**config.mk**
```make
export PLATFORM = sky130hd
export DESIGN_NAME = blake2_pmod_host
export DESIGN_NICKNAME = d
export VERILOG_FILES = /design/src/rtl/blake2_pmod_host.sv
export SDC_FILE = /design/constraint.sdc
export NUM_CORES = 1
export LEC_CHECK = 0
export ABC_AREA = 1
export CAP_MARGIN = 5
export CORE_MARGIN = 4
export CORE_UTILIZATION = 30
export DETAILED_ROUTE_END_ITERATION = 7
export HOLD_SLACK_MARGIN = 0.06
export MAX_ROUTING_LAYER = met4
export PLACE_DENSITY = 0.52
export SLEW_MARGIN = 0
export SYNTH_ARGS = -nofsm -noshare
export SYNTH_HDL_FRONTEND = slang
export SYNTH_SLANG_ARGS = --single-unit
export TNS_END_PERCENT = 30
```
**constraint.sdc**
```tcl
create_clock -name clk -period 4.7 [get_ports clk]
set_input_delay 1.175 -clock clk [delete_from_list [all_inputs] [get_ports clk]]
set_output_delay 1.175 -clock clk [all_outputs]
set_load 0.05 [all_outputs]
```
**src/rtl/blake2_pmod_host.sv**
```systemverilog
// blake2_pmod_host: FPGA-side host for the BLAKE2 emulator PMOD byte bus.
// Streams config and message bytes onto data_o/data_ctrl_o in 64-byte blocks,
// gated by the synchronised ready line, pads the final block and collects the
// returned hash bytes (qualified by hash_v) into the rx stream.
// Optional feature: define BLAKE2_PMOD_HOST_TIMEOUT_EN to enable a watchdog on
// WAIT_RDY/WAIT_HASH that flags err_o and falls back to IDLE.
//
// Handshake: a tx byte transfers on a rising clk edge where tx_valid_i and
// tx_ready_o are both high; rx_valid_o is a one-cycle strobe with no
// backpressure. dbg_state_o exposes the FSM state for observation.
module blake2_pmod_host #(
    parameter int PMOD_W      = 8,
    parameter int BLOCK_BYTES = 64,
    parameter int HASH_BYTES  = 32,
    parameter int GUARD_CYC   = 4,
    parameter int TIMEOUT_CYC = 4096
) (
    input  logic              clk,
    input  logic              rst_async,
    input  logic [7:0]        tx_data_i,
    input  logic              tx_valid_i,
    input  logic              tx_cfg_i,
    input  logic              tx_last_i,
    output logic              tx_ready_o,
    output logic [7:0]        rx_data_o,
    output logic              rx_valid_o,
    output logic              rx_last_o,
    output logic              busy_o,
    output logic              err_o,
    input  logic [1:0]        lb_mode_i,
    output logic [PMOD_W-1:0] data_o,
    output logic [2:0]        data_ctrl_o,
    output logic [1:0]        loopback_ctrl_o,
    input  logic [PMOD_W-1:0] hash_i,
    input  logic [1:0]        hash_ctrl_i,
    output logic [2:0]        dbg_state_o
);

    localparam int IDX_W   = $clog2(BLOCK_BYTES);
    localparam int RXC_W   = $clog2(HASH_BYTES + 1);
    localparam int GRD_W   = $clog2(GUARD_CYC + 1);

    localparam logic [IDX_W-1:0] LAST_IDX   = IDX_W'(BLOCK_BYTES - 1);
    localparam logic [RXC_W-1:0] LAST_RX    = RXC_W'(HASH_BYTES - 1);
    localparam logic [GRD_W-1:0] LAST_GUARD = GRD_W'(GUARD_CYC - 1);

    // Pin codes on data_ctrl_o
    localparam logic [2:0] C_IDLE     = 3'b000;
    localparam logic [2:0] C_CFG      = 3'b001;
    localparam logic [2:0] C_DATA     = 3'b011;
    localparam logic [2:0] C_PAD      = 3'b101;
    localparam logic [2:0] C_DATA_END = 3'b111;
    localparam logic [2:0] C_PAD_END  = 3'b110;

    typedef enum logic [2:0] {
        S_IDLE      = 3'd0,
        S_WAIT_RDY  = 3'd1,
        S_BLOCK     = 3'd2,
        S_PAD       = 3'd3,
        S_GUARD     = 3'd4,
        S_WAIT_HASH = 3'd5,
        S_RX_HASH   = 3'd6
    } state_t;

    state_t              r_state;
    logic [IDX_W-1:0]    r_idx;
    logic [RXC_W-1:0]    r_rx_cnt;
    logic [GRD_W-1:0]    r_guard;
    logic [PMOD_W-1:0]   r_data;
    logic [2:0]          r_ctrl;
    logic [1:0]          r_lb;
    logic [7:0]          r_rx_data;
    logic                r_rx_valid;
    logic                r_rx_last;
    logic                r_err;
    logic [PMOD_W-1:0]   r_hash_m;
    logic [PMOD_W-1:0]   r_hash_s;
    logic [1:0]          r_hctl_m;
    logic [1:0]          r_hctl_s;
    logic                w_rdy_s;
    logic                w_hv_s;

`ifdef BLAKE2_PMOD_HOST_TIMEOUT_EN
    localparam int TO_W = $clog2(TIMEOUT_CYC + 1);
    localparam logic [TO_W-1:0] LAST_TO = TO_W'(TIMEOUT_CYC - 1);
    logic [TO_W-1:0]     r_to_cnt;
`else
    // Watchdog limit has no effect in this build
    logic                w_unused_timeout;
    assign w_unused_timeout = (TIMEOUT_CYC == 0);
`endif

    assign w_rdy_s = r_hctl_s[0];
    assign w_hv_s  = r_hctl_s[1];

    assign tx_ready_o      = !rst_async &&
                             (((r_state == S_IDLE) && tx_cfg_i) || (r_state == S_BLOCK));
    assign busy_o          = (r_state != S_IDLE);
    assign err_o           = r_err;
    assign data_o          = r_data;
    assign data_ctrl_o     = r_ctrl;
    assign loopback_ctrl_o = r_lb;
    assign rx_data_o       = r_rx_data;
    assign rx_valid_o      = r_rx_valid;
    assign rx_last_o       = r_rx_last;
    assign dbg_state_o     = r_state;

    // Two-flop synchroniser for the asynchronous hash bus and register lb_mode to its pins
    always_ff @(posedge clk or posedge rst_async) begin
        if (rst_async) begin
            r_hash_m <= '0;
            r_hash_s <= '0;
            r_hctl_m <= '0;
            r_hctl_s <= '0;
            r_lb     <= '0;
        end else begin
            r_hash_m <= hash_i;
            r_hash_s <= r_hash_m;
            r_hctl_m <= hash_ctrl_i;
            r_hctl_s <= r_hctl_m;
            r_lb     <= lb_mode_i;
        end
    end

    // Main FSM: block transmit, padding, guard window and hash capture with registered pins
    always_ff @(posedge clk or posedge rst_async) begin
        if (rst_async) begin
            r_state    <= S_IDLE;
            r_idx      <= '0;
            r_rx_cnt   <= '0;
            r_guard    <= '0;
            r_data     <= '0;
            r_ctrl     <= C_IDLE;
            r_rx_data  <= '0;
            r_rx_valid <= 1'b0;
            r_rx_last  <= 1'b0;
            r_err      <= 1'b0;
`ifdef BLAKE2_PMOD_HOST_TIMEOUT_EN
            r_to_cnt   <= '0;
`endif
        end else begin
            // Pins idle unless a byte is sent this cycle
            r_data     <= '0;
            r_ctrl     <= C_IDLE;
            r_rx_valid <= 1'b0;
            r_rx_last  <= 1'b0;

            // A hash strobe outside the hash window is a protocol error
            if (w_hv_s && (r_state != S_WAIT_HASH) && (r_state != S_RX_HASH))
                r_err <= 1'b1;

            case (r_state)
                S_IDLE: begin
                    if (tx_valid_i) begin
                        if (tx_cfg_i) begin
                            r_data <= PMOD_W'(tx_data_i);
                            r_ctrl <= C_CFG;
                        end else begin
                            // Message byte stays pending until the block opens
                            r_state <= S_WAIT_RDY;
                        end
                    end
                end
                S_WAIT_RDY: begin
                    if (w_rdy_s) begin
                        r_idx   <= '0;
                        r_state <= S_BLOCK;
                    end
                end
                S_BLOCK: begin
                    if (tx_valid_i) begin
                        r_data <= PMOD_W'(tx_data_i);
                        r_idx  <= r_idx + IDX_W'(1);
                        if (tx_cfg_i)
                            r_err <= 1'b1;
                        if (tx_last_i && (r_idx == LAST_IDX)) begin
                            r_ctrl  <= C_DATA_END;
                            r_state <= S_WAIT_HASH;
                        end else begin
                            r_ctrl <= C_DATA;
                            if (tx_last_i) begin
                                r_state <= S_PAD;
                            end else if (r_idx == LAST_IDX) begin
                                r_guard <= '0;
                                r_state <= S_GUARD;
                            end
                        end
                    end
                end
                S_PAD: begin
                    r_idx <= r_idx + IDX_W'(1);
                    if (r_idx == LAST_IDX) begin
                        r_ctrl  <= C_PAD_END;
                        r_state <= S_WAIT_HASH;
                    end else begin
                        r_ctrl <= C_PAD;
                    end
                end
                S_GUARD: begin
                    // Ignore the stale synchronised ready while the DUT reacts
                    if (r_guard == LAST_GUARD)
                        r_state <= S_WAIT_RDY;
                    else
                        r_guard <= r_guard + GRD_W'(1);
                end
                S_WAIT_HASH, S_RX_HASH: begin
                    if (w_hv_s) begin
                        r_rx_data  <= 8'(r_hash_s);
                        r_rx_valid <= 1'b1;
                        if (r_rx_cnt == LAST_RX) begin
                            r_rx_last <= 1'b1;
                            r_rx_cnt  <= '0;
                            r_state   <= S_IDLE;
                        end else begin
                            r_rx_cnt <= r_rx_cnt + RXC_W'(1);
                            r_state  <= S_RX_HASH;
                        end
                    end
                end
                default: r_state <= S_IDLE;
            endcase

`ifdef BLAKE2_PMOD_HOST_TIMEOUT_EN
            // Watchdog restarts on every entry to a waiting state
            if ((r_state == S_WAIT_RDY) || (r_state == S_WAIT_HASH)) begin
                if (r_to_cnt == LAST_TO) begin
                    r_to_cnt <= '0;
                    r_err    <= 1'b1;
                    r_state  <= S_IDLE;
                end else begin
                    r_to_cnt <= r_to_cnt + TO_W'(1);
                end
            end else begin
                r_to_cnt <= '0;
            end
`endif
        end
    end

endmodule

```
==> results.py, run 1 <==
metrics = {
    "run_status": {
        "status": "completed",
    },
    "floorplanning": {
        "io_pins": 54,
        "die_h_um": 101,
        "die_area_um2": 10300,
        "die_x_um": 101,
        "num_rows": 33,
        "core_area_um2": 8340,
        "start_util_pct": 31.3,
    },
    "yosys": {
        "synth_cell_types": 32,
        "postSynthCellCount": 263,
        "syn_nets": 292,
        "yosysWarnings": 0,
        "ys_async_sr_fraction_pct": 100,
        "seq_area_frac_synth_pct": 59.4,
        "synth_edf_count": 0,
        "netlist_area_um2": 2610,
        "ys.flop_type": "dfrtp_1",
        "synth-seq-cells": 62,
        "synth_area_per_cell_um2": 9.93,
    },
    "pwr": {
        "clockPowerShare_pct": 25.7,
        "p_seq_share_pct": 34.8,
        "pwr_density_cell_nw_per_um2": 610,
        "p_int_uw": 1220,
        "netSwitchingFraction_pct": 42.3,
        "power_leakage_uw": 0.00165,
        "power_frac_comb_pct": 39.4,
        "max-vdd-ir-drop_uv": 204,
        "switching_power_uw": 892,
    },
    "timing": {
        "finalHoldViolations": 0,
        "worst_slack_ps": 749,
        "setup_violations": 0,
        "final.setup_skew_ps": 10.9,
        "period_needed_ps": 3950,
        "relSlewSlack_pct": 55.4,
        "drv_slew": 0,
        "tns_ps": 0,
        "fmax_mhz": 253,
        "min_period_over_period_pct": 84.1,
        "tightestPinTransition_ps": 668,
        "rsz0062_at_grt": "no",
        "whs_ps": 350,
    },
    "clock_network": {
        "clock_sinks": 62,
        "cts_root_buf": "clkbuf_8",
        "htree_levels": 3,
        "clockBufferDepth": 2,
        "cts_buffers": 9,
        "path_clk_slew_ps": 70,
        "cts_tree": "done",
        "post_cts_buffers": 0,
        "insertion_delay_ps": 340,
        "cts.repair.resized": 0,
        "hold_buffers": 0,
    },
    "cells_and_area": {
        "nets": 352,
        "area.growth.synth_to_final_pct": 32.4,
        "antenna-diode-count": 0,
        "layout-drive-gt1-share_pct": 13.4,
        "layout_commonest_cell": "nand2_1",
        "final_cell_area_um2": 3460,
        "final_cell_mix": "nand2_1 (72), dfrtp_1 (62), clkdlybuf4s50_1 (53)",
        "fillers": 848,
        "fin_cells": 433,
    },
    "grt": {
        "antenna_found_initial": 0,
        "grt_max_degree": 33,
        "grt_overflow": 0,
        "grt.total_usage_pct": 11.9,
        "grt_pass1_wl_um": 9050,
        "first_global_vias": 1859,
    },
    "critical_path": {
        "r2r_cells": 6,
        "crit_path_start_kind": "primary input",
        "crit_path_max_fanout": 4,
        "required_ps": 3520,
        "end_kind": "primary output",
        "worstPathArrival_ps": 2780,
        "criticalPathCategory": "in2out",
    },
    "drt": {
        "ant_nets": 0,
        "top_layer": "met4",
        "wire_per_inst_um": 12.3,
        "dr.pass1.iters": 4,
        "dr_wl_met2_um": 2290,
        "drt-met1-wl_um": 2520,
        "remaining_drc_errors": 0,
        "vias_per_cell": 4.33,
        "wl_met3_um": 414,
        "via_count": 1874,
        "drt_wl_total_um": 5340,
        "initialDrtViolationCount": 112,
    },
    "hold_path": {
        "hold-path-cell-count": 0,
        "hold_class": "reg2reg",
    },
    "place": {
        "post_dp_cell_area_um2": 3230,
        "place_ws_ps": 739,
        "gp_congestion": 0.809,
        "post-place-cells": 417,
        "dp.final_hpwl_um": 3790,
        "io_buffers": 53,
    },
    "run": {
        "cap_violations": 0,
    },
}
==> worst max-delay path, cell delays in order <==
cell and delay (ps):
clkdlybuf4s50_1 480, nand3_1 140, a21oi_1 160, clkdlybuf4s50_1 810
==> power groups by stage <==
stage / Clock, uW / Sequential (uW) / Combinational, uW
5_1_grt: 581 / 752 / 912
6_report: 543 / 735 / 832
2_1_floorplan: 0 / 911 / 440
3_3_place_gp: 0 / 742 / 846
4_1_cts: 557 / 737 / 841
3_5_place_dp: 0 / 746 / 837
==> registers in the layout, summed over array words and instances, names as in the netlist, 3 cells and up <==
name and count:
r_hash_s 8, rx_data_o 8, data_ctrl_o 3, r_hash_m 8, r_guard 3, data_o 8, r_rx_cnt 6, r_idx 6
dbg_state_o 3
==> metal layers <==
layer | GRT usage (%) | vias to the layer above
met1 | 15.8 | 853
met3 | 3.99 | 9
met4 | 6.13 | 0
met2 | 15.9 | 53
met5 | - | -
li1 | - | 959
==> layout make-up <==
type	count	area [um2]	area share [%]
flip-flops and latches	62	1550	44.9
multi-input cells	169	888	25.7
repair buffers	54	538	15.6
well taps	105	131	3.80
clock buffers	9	124	3.58
inverters	27	119	3.44
clock inverters	7	105	3.04
==> synth_stat cells (all sizes together) (2+ instances only) <==
master  count  area, um2
o211ai      2       15.0
buf         5       52.6
nor3        2       20.0
xor2        3       26.3
nand2      78        318
a21oi       3       15.0
nand4       2       12.5
nand3b      3       22.5
dfrtp      62       1550
nor2       29        148
o21ai      13       72.6
ha          4       50.1
nand3      25        150
inv        27        119
==> per-stage QoR <==
stage / power (uW) / util (%)
after floorplan: 1350 / -
after global placement: 1590 / 38.7
after detailed placement: 1580 / 38.7
after CTS: 2130 / 41.4
after global routing: 2250 / 41.4
final: 2110 / 41.4
==> final timing paths <==
path	from	end	slack (ps)
max	tx_cfg_i	tx_ready_o	750
max in group asynchronous	rst_async	r_hash_m[5]	2580
min in group asynchronous	rst_async	err_o	1270
max reg2reg	dbg_state_o[2]	r_rx_cnt[2]	2940
min reg2reg	r_hctl_m[0]	r_hctl_s[0]	350
min	r_hctl_m[0]	r_hctl_s[0]	350
==> kinds of logic (layout without fill, tap and decap cells) <==
logic type      count (synthesis)  after routing  synth area share, %
compound gates                 19             19                 4.17
xor+xnor                        4              4                 1.34
fa+ha+maj                       4              4                 1.92
buf+inv                        32             97                 6.56
flops                          62             62                 59.4
mux                             1              1                0.383
simple gates                  141            141                 26.2
Power figures use the tool's default switching activity.
==> run 2: changes to the inputs <==
PLACE_DENSITY = 0.53   (was 0.52)
clock period = 3.49 ns   (was 4.7 ns; I/O delays follow)
==> run 2 against run 1 <==
  * Sequential share of layout area increased by 0.58 points
  * Power up 27%
  * Hold slack got worse by 8.2 ps
  * Largest power group unchanged
  * Global-route usage decreased by 0.53 points
  * Critical path depth fell by 1
  * Cell count did not move
  * Worst setup slack worse by 190 ps
  * Utilization fell by 0.52 points
  * Routed wire length increased by 0.19%
  * Clock skew is 3.1 ps higher
  * Die area unchanged
  * Cell area fell by 1.3%
==> results.py, run 2 (same netlist as run 1, synthesis figures left out) <==
metrics = {
    "floorplanning": {
        "core_area_um2": 8340,
        "io_pins": 54,
        "num_rows": 33,
        "die_x_um": 101,
        "die_h_um": 101,
        "die_area_um2": 10300,
        "start_util_pct": 31.3,
    },
    "clock_network": {
        "clock_sinks": 62,
        "hold_buffers": 0,
        "path_clk_slew_ps": 80,
        "cts_root_buf": "clkbuf_8",
        "htree_levels": 3,
        "post_cts_buffers": 0,
        "cts_tree": "done",
        "cts.repair.resized": 0,
        "clockBufferDepth": 2,
        "cts_buffers": 9,
        "insertion_delay_ps": 340,
    },
    "place": {
        "place_ws_ps": 673,
        "dp.final_hpwl_um": 3830,
        "io_buffers": 53,
        "gp_congestion": 0.871,
    },
    "pwr": {
        "clockPowerShare_pct": 20.9,
        "p_seq_share_pct": 36.8,
        "max-vdd-ir-drop_uv": 251,
        "power_leakage_uw": 0.00163,
        "pwr_density_cell_nw_per_um2": 784,
        "netSwitchingFraction_pct": 43.6,
        "power_frac_comb_pct": 42.3,
        "switching_power_uw": 1170,
        "p_int_uw": 1510,
    },
    "grt": {
        "first_global_vias": 1816,
        "grt_pass1_wl_um": 8650,
        "grt.total_usage_pct": 11.3,
        "grt_overflow": 0,
        "grt_max_degree": 63,
        "antenna_found_initial": 0,
    },
    "timing": {
        "worst_slack_ps": 561,
        "period_needed_ps": 2930,
        "drv_slew": 0,
        "fmax_mhz": 341,
        "rsz0062_at_grt": "no",
        "min_period_over_period_pct": 83.9,
        "final.setup_skew_ps": 14.1,
        "relSlewSlack_pct": 48.8,
        "tns_ps": 0,
        "tightestPinTransition_ps": 768,
        "finalHoldViolations": 0,
        "setup_violations": 0,
    },
    "cells_and_area": {
        "antenna-diode-count": 0,
        "fillers": 832,
        "final_cell_mix": "nand2_1 (72), dfrtp_1 (62), clkdlybuf4s50_1 (52)",
        "area.growth.synth_to_final_pct": 30.7,
        "nets": 352,
        "layout_commonest_cell": "nand2_1",
        "layout-drive-gt1-share_pct": 13.4,
    },
    "critical_path": {
        "crit_path_start_kind": "register",
        "criticalPathCategory": "reg2out",
        "path_cells": "inv_8 -> nand2_1 -> clkdlybuf4s50_1",
        "crit_path_max_fanout": 11,
        "slowest_delay_ps": 790,
        "slowest_stage": "clkdlybuf4s50_1",
        "required_ps": 2620,
        "end_kind": "primary output",
        "worstPathArrival_ps": 2060,
    },
    "drt": {
        "remaining_drc_errors": 0,
        "via_count": 1878,
        "drt_wl_total_um": 5350,
        "vias_per_cell": 4.34,
        "ant_nets": 0,
        "initialDrtViolationCount": 68,
        "dr.pass1.iters": 5,
        "wire_per_inst_um": 12.3,
    },
    "run": {
        "cap_violations": 0,
    },
    "run_status": {
        "status": "completed",
    },
    "hold_path": {
        "hold_class": "reg2reg",
    },
}
## run 2: cell types whose count changed in the layout (fill, tap and decap cells not counted)
| cell | before | now |
|---|---|---|
| inv_6 | 3 | 2 |
| bufinv_16 | 2 | 0 |
| clkinv_2 | 0 | 2 |
| clkbuf_1 | 0 | 1 |
| clkinv_4 | 1 | 0 |
| clkinvlp_4 | 1 | 2 |
| clkdlybuf4s50_1 | 53 | 52 |
| clkbuf_8 | 9 | 10 |
| buf_12 | 0 | 1 |
| inv_8 | 2 | 1 |
## run 2: critical path, delay by kind of cell, from the launching register on
kind | cells | cell delay [ps]
flip-flops | 1 | 740
buffers and inverters | 2 | 880
AND/OR/NAND/NOR | 1 | 90
## run 2: final cells by class
cell class / instances / area, um2 / share of cell area, %
Clock buffer: 11 / 141 / 4.14
Clock inverter: 5 / 33.8 / 0.990
Inverter: 27 / 119 / 3.48
Multi-Input combinational cell: 169 / 888 / 26.0
Sequential cell: 62 / 1550 / 45.5
Tap cell: 105 / 131 / 3.85
Timing Repair Buffer: 54 / 548 / 16.1
## run 2: per-stage QoR
| step | instances | area [um2] | utilization [%] | total power [uW] | hold slack [ps] |
|---|---|---|---|---|---|
| final | 433 | 3410 | 40.9 | 2680 | 342 |
| after global routing | 433 | 3410 | 40.9 | 2850 | 350 |
| after CTS | 433 | 3410 | 40.9 | 2720 | 340 |
| after detailed placement | 417 | 3240 | 38.8 | 2140 | 335 |
| after global placement | 417 | 3240 | 38.8 | 2140 | 333 |
| after floorplan | 263 | 2610 | - | 1820 | 331 |
## run 2: worst paths after layout
kind	to	slack [ps]	start	cells after the start
max	busy_o	560	dbg_state_o[2]	3
min	r_hctl_s[1]	340	r_hctl_m[1]	0
max reg2reg	r_rx_cnt[2]	1780	dbg_state_o[2]	6
min reg2reg	r_hctl_s[1]	340	r_hctl_m[1]	0
max in group asynchronous	r_hctl_m[1]	1880	rst_async	3
min in group asynchronous	data_ctrl_o[1]	1090	rst_async	3
## run 2: routing by layer
layer  global-route usage [%]  wire [um]  vias up
met5                        -          0        -
met4                     6.44        110        0
met3                     3.17        309       10
met2                     16.3       2430       57
met1                     14.3       2500      862
li1                         -          -      949
## run 2: power by group through the flow
stage               clock (uW)  sequential, uW  combinational, uW
floorplan                    0            1230                593
detailed placement           0            1000               1140
global placement             0             996               1150
CTS                        583             989               1150
global route               618            1010               1230
finish                     560             986               1130
==> run 3: changes to the inputs <==
clock period = 2.39 ns   (was 3.49 ns; I/O delays follow)
==> run 3 against run 2 <==
  * Clock power increased by 110%
  * Routed wire length increased by 0.56%
  * Non-clock buffer count grew 6
  * Sequential power up 42%
  * Clock skew is 1.4 ps higher
  * Die area unchanged
  * Register-to-register slack worse by 980 ps
==> results.py, run 3 (same netlist as run 1, synthesis figures left out) <==
metrics = {
    "clock_network": {
        "htree_levels": 3,
        "clock_sinks": 62,
        "insertion_delay_ps": 340,
        "path_clk_slew_ps": 70,
        "post_cts_buffers": 0,
        "cts.repair.resized": 0,
        "cts_buffers": 9,
        "hold_buffers": 0,
        "cts_root_buf": "clkbuf_8",
        "clockBufferDepth": 2,
        "cts_tree": "done",
    },
    "drt": {
        "vias_per_cell": 4.35,
        "wire_per_inst_um": 12.2,
        "remaining_drc_errors": 0,
        "drt_wl_total_um": 5380,
        "via_count": 1909,
        "ant_nets": 0,
        "dr.pass1.iters": 4,
        "initialDrtViolationCount": 69,
    },
    "cells_and_area": {
        "fin_cells": 439,
        "layout-drive-gt1-share_pct": 16.8,
        "layout_commonest_cell": "nand2_1",
        "final_cell_mix": "nand2_1 (72), dfrtp_1 (62), clkdlybuf4s50_1 (48)",
        "nets": 358,
        "area.growth.synth_to_final_pct": 36.6,
        "final_cell_area_um2": 3570,
        "antenna-diode-count": 0,
    },
    "pwr": {
        "max-vdd-ir-drop_uv": 363,
        "pwr_density_cell_nw_per_um2": 1220,
        "power_leakage_uw": 0.00172,
        "power_uw": 4350,
    },
    "grt": {
        "grt.total_usage_pct": 11.5,
        "grt_max_degree": 26,
        "first_global_vias": 1781,
        "grt_pass1_wl_um": 8600,
        "grt_overflow": 0,
        "antenna_found_initial": 0,
    },
    "run": {
        "cap_violations": 0,
    },
    "floorplanning": {
        "die_x_um": 101,
        "num_rows": 33,
        "io_pins": 54,
        "start_util_pct": 31.3,
        "die_area_um2": 10300,
        "core_area_um2": 8340,
        "die_h_um": 101,
    },
    "critical_path": {
        "worstPathArrival_ps": 1700,
        "crit_path_max_fanout": 10,
        "criticalPathCategory": "reg2out",
        "required_ps": 1790,
        "crit_path_start_kind": "register",
        "end_kind": "primary output",
    },
    "hold_path": {
        "hold_class": "reg2reg",
    },
    "timing": {
        "period_needed_ps": 2300,
        "drv_slew": 0,
        "final.setup_skew_ps": 15.5,
        "fmax_mhz": 435,
        "tns_ps": 0,
        "tightestPinTransition_ps": 522,
        "setup_violations": 0,
        "finalHoldViolations": 0,
        "min_period_over_period_pct": 96.3,
        "rsz0062_at_grt": "no",
        "relSlewSlack_pct": 65.1,
    },
    "place": {
        "io_buffers": 53,
        "post-place-cells": 421,
        "gp_congestion": 0.790,
        "post_dp_cell_area_um2": 3300,
        "dp.final_hpwl_um": 3870,
    },
    "run_status": {
        "status": "completed",
    },
}
## run 3: cell type report
class / count / area (um2)
Fill cell: 834 / 4770
Sequential cell: 62 / 1550
Multi-Input combinational cell: 169 / 892
Timing Repair Buffer: 60 / 621
Tap cell: 105 / 131
Clock inverter: 7 / 128
Clock buffer: 9 / 124
Inverter: 27 / 119
## run 3: final timing paths
| path | start | endpoint | slack [ps] | cells after the start |
|---|---|---|---|---|
| max in group asynchronous | rst_async | data_o[0] | 1260 | 3 |
| min reg2reg | r_hash_m[7] | r_hash_s[7] | 350 | 0 |
| max reg2reg | dbg_state_o[1] | r_rx_cnt[3] | 800 | 8 |
| min | r_hash_m[7] | r_hash_s[7] | 350 | 0 |
| min in group asynchronous | rst_async | data_ctrl_o[1] | 620 | 2 |
| max | dbg_state_o[0] | tx_ready_o | 90 | 4 |
## run 3: routing by layer
metal,vias up,share of wire [%],track usage (%)
met1,890,48,14.7
met3,9,5.1,3.37
met2,44,45,16.2
met5,-,0,-
li1,966,-,-
met4,0,2.0,6.13
## run 3: stage by stage
stage | hold WS (ps) | util, % | worst slack, ps
3_5_place_dp | 335 | 39.6 | 176
4_1_cts | 352 | 42.6 | 18.2
6_report | 350 | 42.8 | 89.5
5_1_grt | 362 | 42.8 | 3.07
3_3_place_gp | 332 | 39.6 | 191
2_1_floorplan | 331 | - | 167
## run 3: power by group
group	internal, uW	switching, uW
combinational	621	1160
clock	711	462
sequential	1250	155
total	2580	1780
## run 3: worst max-delay path, cell delays in order (launching register included)
cell and delay, ps:
dfrtp_1 550, nor2_4 240, nand3_1 190, a21oi_2 230, buf_12 160
